[src/rtl/lcd_bus_writer.sv]
// lcd_bus_writer: FIFO-buffered byte sequencer that drives an 8-bit parallel LCD bus with timed EN pulses.
// Optional macro LCD_WRITER_LONG_WAIT_EN: clear/home commands get the long execution wait.
module lcd_bus_writer #(
  parameter int DEPTH        = 8,
  parameter int T_SETUP      = 4,
  parameter int T_EN_HIGH    = 25,
  parameter int T_HOLD       = 4,
  parameter int T_WAIT_SHORT = 2500,
  parameter int T_WAIT_LONG  = 82000
) (
  input  logic                   Clock,
  input  logic                   Reset,
  input  logic                   in_valid,
  output logic                   in_ready,
  input  logic                   in_rs,
  input  logic [7:0]             in_data,
  output logic                   busy,
  output logic [$clog2(DEPTH):0] fifo_count,
  output logic                   LCD_EN,
  output logic                   LCD_RS,
  output logic                   LCD_RW,
  output logic [7:0]             LCD_DADOS,
  output logic [2:0]             dbg_state
);

  localparam int AW    = $clog2(DEPTH);
  localparam int MAX_A = (T_SETUP > T_EN_HIGH) ? T_SETUP : T_EN_HIGH;
  localparam int MAX_B = (MAX_A > T_HOLD) ? MAX_A : T_HOLD;
  localparam int MAX_C = (MAX_B > T_WAIT_SHORT) ? MAX_B : T_WAIT_SHORT;
`ifdef LCD_WRITER_LONG_WAIT_EN
  localparam int MAX_D = (MAX_C > T_WAIT_LONG) ? MAX_C : T_WAIT_LONG;
`else
  localparam int MAX_D = MAX_C;
`endif
  localparam int CW = (MAX_D > 1) ? $clog2(MAX_D) : 1;

  localparam logic [CW-1:0] C_SETUP      = CW'(T_SETUP - 1);
  localparam logic [CW-1:0] C_EN_HIGH    = CW'(T_EN_HIGH - 1);
  localparam logic [CW-1:0] C_HOLD       = CW'(T_HOLD - 1);
  localparam logic [CW-1:0] C_WAIT_SHORT = CW'(T_WAIT_SHORT - 1);
  localparam logic [AW:0]   FULL         = (AW + 1)'(DEPTH);

  if (DEPTH < 2 || (DEPTH & (DEPTH - 1)) != 0) begin : g_bad_depth
    $error("lcd_bus_writer: DEPTH must be a power of 2 and at least 2");
  end
  if (T_SETUP < 1 || T_EN_HIGH < 1 || T_HOLD < 1 || T_WAIT_SHORT < 1 || T_WAIT_LONG < 1) begin : g_bad_timing
    $error("lcd_bus_writer: every duration must be at least one clock");
  end

  typedef enum logic [2:0] {S_IDLE, S_SETUP, S_PULSE, S_HOLD, S_WAIT} state_t;

  state_t        state, state_next;
  logic [CW-1:0] cnt, cnt_next, wait_len;
  logic [8:0]    mem [DEPTH];
  logic [8:0]    head;
  logic [AW-1:0] wr_ptr, rd_ptr;
  logic          push, pop;

  // Handshake: a byte transfers on every rising edge where in_valid && in_ready;
  // in_ready depends only on the registered count, never on this cycle's pop.
  assign in_ready  = (fifo_count < FULL);
  assign push      = in_valid && in_ready;
  assign head      = mem[rd_ptr];
  assign busy      = (fifo_count != '0) || (state != S_IDLE);
  assign LCD_RW    = 1'b0;
  assign dbg_state = state;

  always_ff @(posedge Clock) begin
    if (push) mem[wr_ptr] <= {in_rs, in_data};
  end

  always_ff @(posedge Clock or posedge Reset) begin
    if (Reset) begin
      wr_ptr     <= '0;
      rd_ptr     <= '0;
      fifo_count <= '0;
    end else begin
      if (push) wr_ptr <= wr_ptr + AW'(1);
      if (pop)  rd_ptr <= rd_ptr + AW'(1);
      case ({push, pop})
        2'b10:   fifo_count <= fifo_count + (AW + 1)'(1);
        2'b01:   fifo_count <= fifo_count - (AW + 1)'(1);
        default: ;
      endcase
    end
  end

`ifdef LCD_WRITER_LONG_WAIT_EN
  localparam logic [CW-1:0] C_WAIT_LONG = CW'(T_WAIT_LONG - 1);
  logic long_sel;

  // Clear (0x01) and return-home (0x02/0x03) commands need the long execution time.
  always_ff @(posedge Clock or posedge Reset) begin
    if (Reset)    long_sel <= 1'b0;
    else if (pop) long_sel <= ~head[8] && (head[7:2] == 6'd0) && (head[1:0] != 2'd0);
  end
  assign wait_len = long_sel ? C_WAIT_LONG : C_WAIT_SHORT;
`else
  assign wait_len = C_WAIT_SHORT;
`endif

  always_comb begin
    state_next = state;
    cnt_next   = cnt;
    pop        = 1'b0;
    case (state)
      S_IDLE: begin
        if (fifo_count != '0) begin
          pop        = 1'b1;
          state_next = S_SETUP;
          cnt_next   = C_SETUP;
        end
      end
      S_SETUP: begin
        if (cnt == '0) begin
          state_next = S_PULSE;
          cnt_next   = C_EN_HIGH;
        end else cnt_next = cnt - CW'(1);
      end
      S_PULSE: begin
        if (cnt == '0) begin
          state_next = S_HOLD;
          cnt_next   = C_HOLD;
        end else cnt_next = cnt - CW'(1);
      end
      S_HOLD: begin
        if (cnt == '0) begin
          state_next = S_WAIT;
          cnt_next   = wait_len;
        end else cnt_next = cnt - CW'(1);
      end
      S_WAIT: begin
        if (cnt == '0) state_next = S_IDLE;
        else           cnt_next   = cnt - CW'(1);
      end
      default: state_next = S_IDLE;
    endcase
  end

  // EN is registered from the next state so it is high exactly while the FSM sits in PULSE.
  always_ff @(posedge Clock or posedge Reset) begin
    if (Reset) begin
      state     <= S_IDLE;
      cnt       <= '0;
      LCD_EN    <= 1'b0;
      LCD_RS    <= 1'b0;
      LCD_DADOS <= 8'h00;
    end else begin
      state  <= state_next;
      cnt    <= cnt_next;
      LCD_EN <= (state_next == S_PULSE);
      if (pop) {LCD_RS, LCD_DADOS} <= head;
    end
  end

endmodule
[config.mk]
export PLATFORM = sky130hd
export DESIGN_NAME = lcd_bus_writer
export DESIGN_NICKNAME = d
export VERILOG_FILES = /design/src/rtl/lcd_bus_writer.sv
export SDC_FILE = /design/constraint.sdc
export NUM_CORES = 1
export LEC_CHECK = 0
export CAP_MARGIN = 15
export CORE_MARGIN = 5
export CORE_UTILIZATION = 53
export DETAILED_ROUTE_END_ITERATION = 10
export PLACE_DENSITY = 0.79
export SKIP_LAST_GASP = 1
export SLEW_MARGIN = 5
export SYNTH_ARGS = -nofsm -noshare
export SYNTH_HDL_FRONTEND = slang
export SYNTH_SLANG_ARGS = --single-unit
[constraint.sdc]
create_clock -name Clock -period 2.15 [get_ports Clock]
set_input_delay 0.3225 -clock Clock [delete_from_list [all_inputs] [get_ports Clock]]
set_output_delay 0.3225 -clock Clock [all_outputs]
set_load 0.005 [all_outputs]
==> results of run 1 <==
metal layers:
| layer | GRT usage | vias up | part of all wire |
|---|---|---|---|
| met1 | 0.248 | 1536 | 0.42 |
| met2 | 0.310 | 109 | 0.51 |
| met4 | 0.0530 | 0 | 0.013 |
| li1 | - | 1405 | - |
| met5 | 0 | - | 0 |
| met3 | 0.0475 | 12 | 0.057 |
power groups by stage:
| stage | Sequential, W | Combinational [W] | Clock (W) |
|---|---|---|---|
| floorplan | 0.00255 | 0.000356 | 0 |
| detailed placement | 0.00254 | 0.000754 | 0 |
| finish | 0.00249 | 0.000786 | 0.00125 |
| global placement | 0.00252 | 0.000720 | 0 |
| global route | 0.00252 | 0.000863 | 0.00138 |
| CTS | 0.00249 | 0.000779 | 0.00127 |
how the worst min path moves through the flow:
stage | endpoint | slack [ns] | cells after the start
final | fifo_count[3]$_DFFE_PP0P_ | 0.34 | 3
after global routing | fifo_count[3]$_DFFE_PP0P_ | 0.39 | 3
after CTS | wr_ptr[0]$_DFFE_PP0P_ | 0.36 | 3
after detailed placement | LCD_DADOS[5]$_DFFE_PP0P_ | 0.48 | 2
after global placement | LCD_DADOS[7]$_DFFE_PP0P_ | 0.46 | 2
after floorplan | mem[0][0]$_DFFE_PP_ | 0.42 | 0
cell type report:
| class | instances | area (um2) | area share |
|---|---|---|---|
| flip-flops and latches | 107 | 3040 | 0.530 |
| repair buffers | 67 | 593 | 0.103 |
| well taps | 108 | 135 | 0.0236 |
| multi-input cells | 203 | 1710 | 0.297 |
| clock inverters | 7 | 88.8 | 0.0155 |
| inverters | 13 | 48.8 | 0.00851 |
| clock buffers | 9 | 124 | 0.0216 |
layout by cell type, fill, tap and decap left out, types with 3 or more instances in the layout:
cell type	count
sky130_fd_sc_hd__edfxtp_1	72
sky130_fd_sc_hd__xnor2_1	11
sky130_fd_sc_hd__o211ai_1	4
sky130_fd_sc_hd__inv_1	10
sky130_fd_sc_hd__a31oi_1	3
sky130_fd_sc_hd__nand2b_1	4
sky130_fd_sc_hd__clkinv_8	3
sky130_fd_sc_hd__mux4_2	18
sky130_fd_sc_hd__nor4_1	3
sky130_fd_sc_hd__inv_2	3
sky130_fd_sc_hd__or3_1	3
sky130_fd_sc_hd__ha_4	3
sky130_fd_sc_hd__dfrtp_1	34
sky130_fd_sc_hd__clkbuf_8	9
sky130_fd_sc_hd__ha_1	4
sky130_fd_sc_hd__clkdlybuf4s50_1	29
sky130_fd_sc_hd__xor2_1	3
sky130_fd_sc_hd__nand2_1	29
sky130_fd_sc_hd__buf_4	36
sky130_fd_sc_hd__nand4_1	3
sky130_fd_sc_hd__o21ai_0	17
sky130_fd_sc_hd__nor2_1	21
sky130_fd_sc_hd__a21oi_1	8
sky130_fd_sc_hd__nor3_1	9
sky130_fd_sc_hd__nand3_1	3
sky130_fd_sc_hd__mux2i_1	11
state kept, by name, indices dropped and copies added, names as in the netlist:
name / cells
mem: 72
LCD_EN: 1
rd_ptr: 3
dbg_state: 3
wr_ptr: 3
cnt: 12
LCD_DADOS: 8
fifo_count: 4
LCD_RS: 1
critical path, stage by stage, from the launching register on:
cell and delay (ns):
sky130_fd_sc_hd__dfrtp_1 0.40, sky130_fd_sc_hd__or4_4 0.56, sky130_fd_sc_hd__nand2_4 0.08, sky130_fd_sc_hd__inv_2 0.05, sky130_fd_sc_hd__ha_4 0.17, sky130_fd_sc_hd__ha_4 0.20, sky130_fd_sc_hd__a21o_1 0.16, sky130_fd_sc_hd__a21oi_2 0.14
sky130_fd_sc_hd__xnor2_1 0.13, sky130_fd_sc_hd__nor2_1 0.07, sky130_fd_sc_hd__xnor2_1 0.12
cells by family after synthesis:
logic type,after synthesis
other,1
buffers and inverters,31
adder cells (fa/ha/maj),8
flip-flops,107
AO/OA/AOI/OAI,56
AND/OR/NAND/NOR,94
XOR/XNOR,14
multiplexers,30
metrics by stage:
stage                     power (W)  instances  hold WS (ns)  cell area [um2]  utilization
final                       0.00453        514         0.344             5730        0.654
after global placement      0.00324        495         0.462             5420        0.619
after detailed placement    0.00329        495         0.479             5420        0.619
after floorplan             0.00291        341         0.421             4800            -
after CTS                   0.00454        513         0.360             5660        0.646
after global routing        0.00476        514         0.387             5730        0.654
what timing repair did:
| item | 4_1_cts | 5_1_grt |
|---|---|---|
| buffers inserted | 2 | 1 |
| resized for setup | 1 | 16 |
| setup endpoints to repair | 2 | 11 |
| pin swaps | 0 | 3 |
| endpoints found under the hold margin | 0 | 0 |
==> reports/metrics.csv, run 1 <==
metric;value;unit
power_switching;0.00126;W
netlist_top_cells_area;sky130_fd_sc_hd__edfxtp_1, sky130_fd_sc_hd__dfrtp_1, sky130_fd_sc_hd__mux4_2;
max-slew-margin-rel;0.582;
yosysTopAreaCell;sky130_fd_sc_hd__edfxtp_1;
wire_per_inst;18.9;um
worst_path_required_time;2.42;ns
die-area;11000;um2
post_route_clock_skew;0.0161;ns
dr.first_iter.drc_count;222;
pwr-share-clk;0.276;
die_height;105;um
cts_inserted_buffers;9;
regToRegEndpoint;fifo_count[3]$_DFFE_PP0P_;
drt-total-wl;9700;um
grt_overflow;0;
worst_r2r_path_depth;10;
worst_max_slew_pin_slew;0.627;ns
end_kind;flip-flop;
synth-edff-count;72;
core_area;8760;um2
drive_gt1_frac;0.239;
ant_nets;0;
synth-async-reset-ratio;0.327;
post_synth_most_frequent_cells;sky130_fd_sc_hd__edfxtp_1, sky130_fd_sc_hd__dfrtp_1, sky130_fd_sc_hd__nand2_1, sky130_fd_sc_hd__nor2_1, sky130_fd_sc_hd__mux4_2;
synth_area_in_compound_gates;0.0766;
max_cap_viol_count;0;
clockBufferDepth;2;
antenna_found_initial;0;
seq_area_frac_synth;0.637;
synthesis.area_per_instance;14.0;um2
areaGrowthSynthToFinish;20.3;%
synth_xor_area_frac;0.0257;
min_period_over_period;1.01;
combinationalPowerShare;0.174;
num-fill-cells;656;
fmax;0.459;GHz
maxSlewViolCount;0;
largest_net_degree_at_the_start_of_global_routing;36;
numClockSinks;107;
n_antenna_cell;0;
grt_first_pass_wirelength;16300;um
post-dp-hpwl;6780;um
rrSetupSlack;-0.03;ns
rsz_0062_raised_after_global_routing;yes;
status;finished with violations;
cts_root_buffer;sky130_fd_sc_hd__clkbuf_8;
p_sw_frac;0.277;
syn_inst;341;
floorplan.rows;34;
ys_warn_count;0;
powerDensity;790;nW/um2
combinational_family_with_the_most_area_after_synthesis;multiplexers;
ys_seq_elements;107;
synthAdderAreaFrac;0.0226;
p_seq_frac;0.551;
cts_tree;done;
critical_path.endpoint;fifo_count[3]$_DFFE_PP0P_;
floorplan.die.width;105;um
finish.net_count;421;
yosysUniqueCellTypes;54;
post-route-worst-setup-slack;-0.0269;ns
power_report.internal_total;0.00327;W
detailedRoute.firstPassIterationCount;4;
most_used_standard_cell_by_instance_count_after_synthesis;sky130_fd_sc_hd__edfxtp_1;
cts.reportedPaths.clkPinSlew;0.11;ns
finalSetupViolCount;1;
critical_path.max_fanout;3;
crit_start;fifo_count[3]$_DFFE_PP0P_;
critPathKind;flip-flop to flip-flop;
static-leakage-power;2.05;nW
dpl_worst_slack;-0.0477;ns
synth-simple-area-share;0.0989;
syn_area;4770;um2
ir_worst_vdd;0.000591;V
mappedNetlistNets;361;
timing_hold_violations_final;0;
starting_density;0.544;
route.vias.total;3062;
critical_path.reg2reg.startpoint;fifo_count[3]$_DFFE_PP0P_;
vias_per_cell;5.96;
clock_latency_of_the_later_clocked_register_in_the_worst_skew_pair;0.38;ns
track_usage;0.188;
portBuffers;30;
min_period;2.18;ns
remaining_drcs;0;
place_congestion;0.931;
timing.critical_path.from_type;flip-flop;
synth_top_flop_cell;sky130_fd_sc_hd__edfxtp_1;
cts_hold_repair.buffers;0;
cp.arrival;2.45;ns
post-synth-top-area-fraction;0.453;
violations_in_the_final_reports;setup timing;
htreeDepth;3;
timing.hold.worst.class;input pin to async pin;
totalNegativeSetupSlack;-0.0269;ns
synth_mux_area_frac;0.110;
grt_pass1_vias;3136;
top_level_ports;32;
Power figures use the tool's default switching activity.
==> inputs of run 2 (changes only) <==
--- a/config.mk
+++ b/config.mk
@@ -10,6 +10,7 @@
 export CORE_UTILIZATION = 53
 export DETAILED_ROUTE_END_ITERATION = 10
 export PLACE_DENSITY = 0.79
+export SETUP_SLACK_MARGIN = 0.05
 export SKIP_LAST_GASP = 1
 export SLEW_MARGIN = 5
 export SYNTH_ARGS = -nofsm -noshare
==> run 2 against run 1 <==
  * The flow still finishes with violations (setup timing)
  * Clock skew down 0.0043 ns
  * Worst setup slack worse by 0.0021 ns
  * Combinational power about the same
  * Register-to-register slack about the same
  * Sequential share of layout area down 0.10 points
  * Sequential power about the same
  * Final cell count up 0.19%
  * First-iteration DRC count up 13%
  * Routed wire length up 0.81%
  * Global-route usage unchanged
  * Maximum frequency about the same
  * Utilization up 0.13 points
==> reports/metrics.csv, run 2 (synthesis gave the netlist of run 1 again) <==
metric;value;unit;change
power_switching;0.00125;W;was 0.00126 W
p_sw_frac;0.277;;about the same
vias_per_cell;5.94;;was 5.96
pwr-share-clk;0.275;;was 0.276
wl_met1;4110;um;was 4050 um
cts_tree;done;;unchanged
post_route_clock_skew;0.0118;ns;was 0.0161 ns
power_report.internal_total;0.00327;W;about the same
layout.cells.most_common_list;sky130_fd_sc_hd__edfxtp_1, sky130_fd_sc_hd__buf_4, sky130_fd_sc_hd__dfrtp_1, sky130_fd_sc_hd__nand2_1, sky130_fd_sc_hd__clkdlybuf4s50_1;;unchanged
rrSetupSlack;-0.03;ns;about the same
cp.arrival;2.45;ns;about the same
post-dp-hpwl;6780;um;unchanged
static-leakage-power;2.06;nW;was 2.05 nW
ir_worst_vdd;0.000589;V;was 0.000591 V
end_kind;flip-flop;;unchanged
wire_per_inst;19.0;um;was 18.9 um
drt-total-wl;9780;um;was 9700 um
grt_pass1_vias;3136;;unchanged
track_usage;0.188;;unchanged
timing.hold.worst.class;input pin to async pin;;unchanged
timing.critical_path.from_type;flip-flop;;unchanged
status;finished with violations;;unchanged
critical_path.max_fanout;3;;unchanged
max_cap_viol_count;0;;unchanged
min_period_over_period;1.01;;about the same
rsz_0062_raised_after_global_routing;yes;;unchanged
detailedRoute.firstPassIterationCount;4;;unchanged
dpl_cell_area;5420;um2;unchanged
cts.reportedPaths.clkPinSlew;0.11;ns;about the same
p_seq_frac;0.551;;about the same
final_common_cell;sky130_fd_sc_hd__edfxtp_1;;unchanged
worst_max_slew_pin_slew;0.630;ns;was 0.627 ns
finalSetupViolCount;1;;unchanged
combinationalPowerShare;0.174;;about the same
grt_overflow;0;;unchanged
dr.first_iter.drc_count;250;;was 222
htreeDepth;3;;unchanged
utilization;0.656;;was 0.654
regToRegEndpoint;fifo_count[3]$_DFFE_PP0P_;;unchanged
timing_hold_violations_final;0;;unchanged
critical_path.reg2reg.startpoint;fifo_count[3]$_DFFE_PP0P_;;unchanged
max_flop_register;mem;;unchanged
max-slew-margin-rel;0.580;;was 0.582
post-route-cell-area;5750;um2;was 5730 um2
core_area;8760;um2;unchanged
grt_first_pass_wirelength;16300;um;unchanged
top_layer;met4;;unchanged
cts_root_buffer;sky130_fd_sc_hd__clkbuf_8;;unchanged
cts_inserted_buffers;9;;unchanged
biggestRegsByFlops;mem (72), cnt (12), LCD_DADOS (8);;unchanged
worst_path_required_time;2.42;ns;about the same
antenna_found_initial;0;;unchanged
post-route-worst-setup-slack;-0.0289;ns;was -0.0269 ns
critPathKind;flip-flop to flip-flop;;unchanged
finish.net_count;422;;was 421
floorplan.rows;34;;unchanged
starting_density;0.544;;unchanged
die-area;11000;um2;unchanged
cts_hold_repair.buffers;0;;unchanged
min_period;2.18;ns;about the same
powerDensity;788;nW/um2;was 790 nW/um2
drive_gt1_frac;0.243;;was 0.239
num-fill-cells;655;;was 656
portBuffers;30;;unchanged
clock_latency_of_the_later_clocked_register_in_the_worst_skew_pair;0.38;ns;about the same
remaining_drcs;0;;unchanged
areaGrowthSynthToFinish;20.5;%;was 20.3%
ant_nets;0;;unchanged
largest_net_degree_at_the_start_of_global_routing;36;;unchanged
largest_register_ff_count;72;;unchanged
violations_in_the_final_reports;setup timing;;unchanged
place_congestion;0.931;;unchanged
die_height;105;um;unchanged
top_level_ports;32;;unchanged
wl_met3;515;um;was 557 um
n_antenna_cell;0;;unchanged
worst_r2r_path_depth;10;;unchanged
met2_length;5040;um;was 4970 um
route.vias.total;3060;;was 3,062
numClockSinks;107;;unchanged
fmax;0.459;GHz;about the same
floorplan.die.width;105;um;unchanged
maxSlewViolCount;0;;unchanged
clockBufferDepth;2;;unchanged
[run 2: worst max-delay path by stage]
stage	from	to	slack, ns	cells past startpoint
after global placement	cnt[2]$_DFFE_PP0P_	cnt[7]$_DFFE_PP0P_	-0.007	5
after CTS	fifo_count[3]$_DFFE_PP0P_	fifo_count[3]$_DFFE_PP0P_	-0.05	10
after detailed placement	fifo_count[3]$_DFFE_PP0P_	fifo_count[3]$_DFFE_PP0P_	-0.05	10
final	fifo_count[3]$_DFFE_PP0P_	fifo_count[3]$_DFFE_PP0P_	-0.03	10
after floorplan	fifo_count[1]$_DFFE_PP0P_	fifo_count[3]$_DFFE_PP0P_	-0.02	10
after global routing	fifo_count[3]$_DFFE_PP0P_	fifo_count[3]$_DFFE_PP0P_	-0.10	10
[run 2: layout make-up]
type | instances | area (um2) | area share
well taps | 108 | 135 | 0.0235
clock buffers | 9 | 124 | 0.0216
multi-input cells | 203 | 1710 | 0.297
inverters | 13 | 48.8 | 0.00849
repair buffers | 68 | 601 | 0.105
clock inverters | 7 | 88.8 | 0.0155
flip-flops and latches | 107 | 3040 | 0.529
[run 2: worst max-delay path, cell delays in order, from the launching register on]
cell,delay (ns)
sky130_fd_sc_hd__dfrtp_1,0.40
sky130_fd_sc_hd__or4_4,0.56
sky130_fd_sc_hd__nand2_4,0.08
sky130_fd_sc_hd__inv_2,0.05
sky130_fd_sc_hd__ha_4,0.17
sky130_fd_sc_hd__ha_4,0.20
sky130_fd_sc_hd__a21o_1,0.16
sky130_fd_sc_hd__a21oi_2,0.14
sky130_fd_sc_hd__xnor2_1,0.13
sky130_fd_sc_hd__nor2_1,0.07
sky130_fd_sc_hd__xnor2_1,0.12
[run 2: per-layer routing]
| metal | global-route usage | vias up |
|---|---|---|
| li1 | - | 1405 |
| met1 | 0.248 | 1555 |
| met2 | 0.310 | 89 |
| met3 | 0.0475 | 11 |
| met4 | 0.0530 | 0 |
| met5 | 0 | - |
[run 2: timing repair]
action,4_1_cts,5_1_grt
gates resized for setup,1,17
pin swaps,0,4
endpoints found under the setup margin,2,12
buffers inserted,2,2
[run 2: metrics by stage]
| stage | setup slack, ns | hold slack (ns) | setup TNS, ns | instances | total power, W |
|---|---|---|---|---|---|
| 2_1_floorplan | -0.0176 | 0.421 | -0.0176 | 341 | 0.00291 |
| 3_3_place_gp | -0.00708 | 0.462 | -0.00708 | 495 | 0.00324 |
| 5_1_grt | -0.104 | 0.387 | -0.130 | 515 | 0.00476 |
| 3_5_place_dp | -0.0477 | 0.479 | -0.0477 | 495 | 0.00329 |
| 6_report | -0.0289 | 0.346 | -0.0289 | 515 | 0.00452 |
| 4_1_cts | -0.0462 | 0.360 | -0.0816 | 513 | 0.00454 |
[run 2: power groups by stage]
stage	combinational, W	clock, W	sequential (W)
floorplan	0.000356	0	0.00255
finish	0.000786	0.00125	0.00249
CTS	0.000779	0.00127	0.00249
global placement	0.000720	0	0.00252
detailed placement	0.000754	0	0.00254
global route	0.000863	0.00138	0.00252
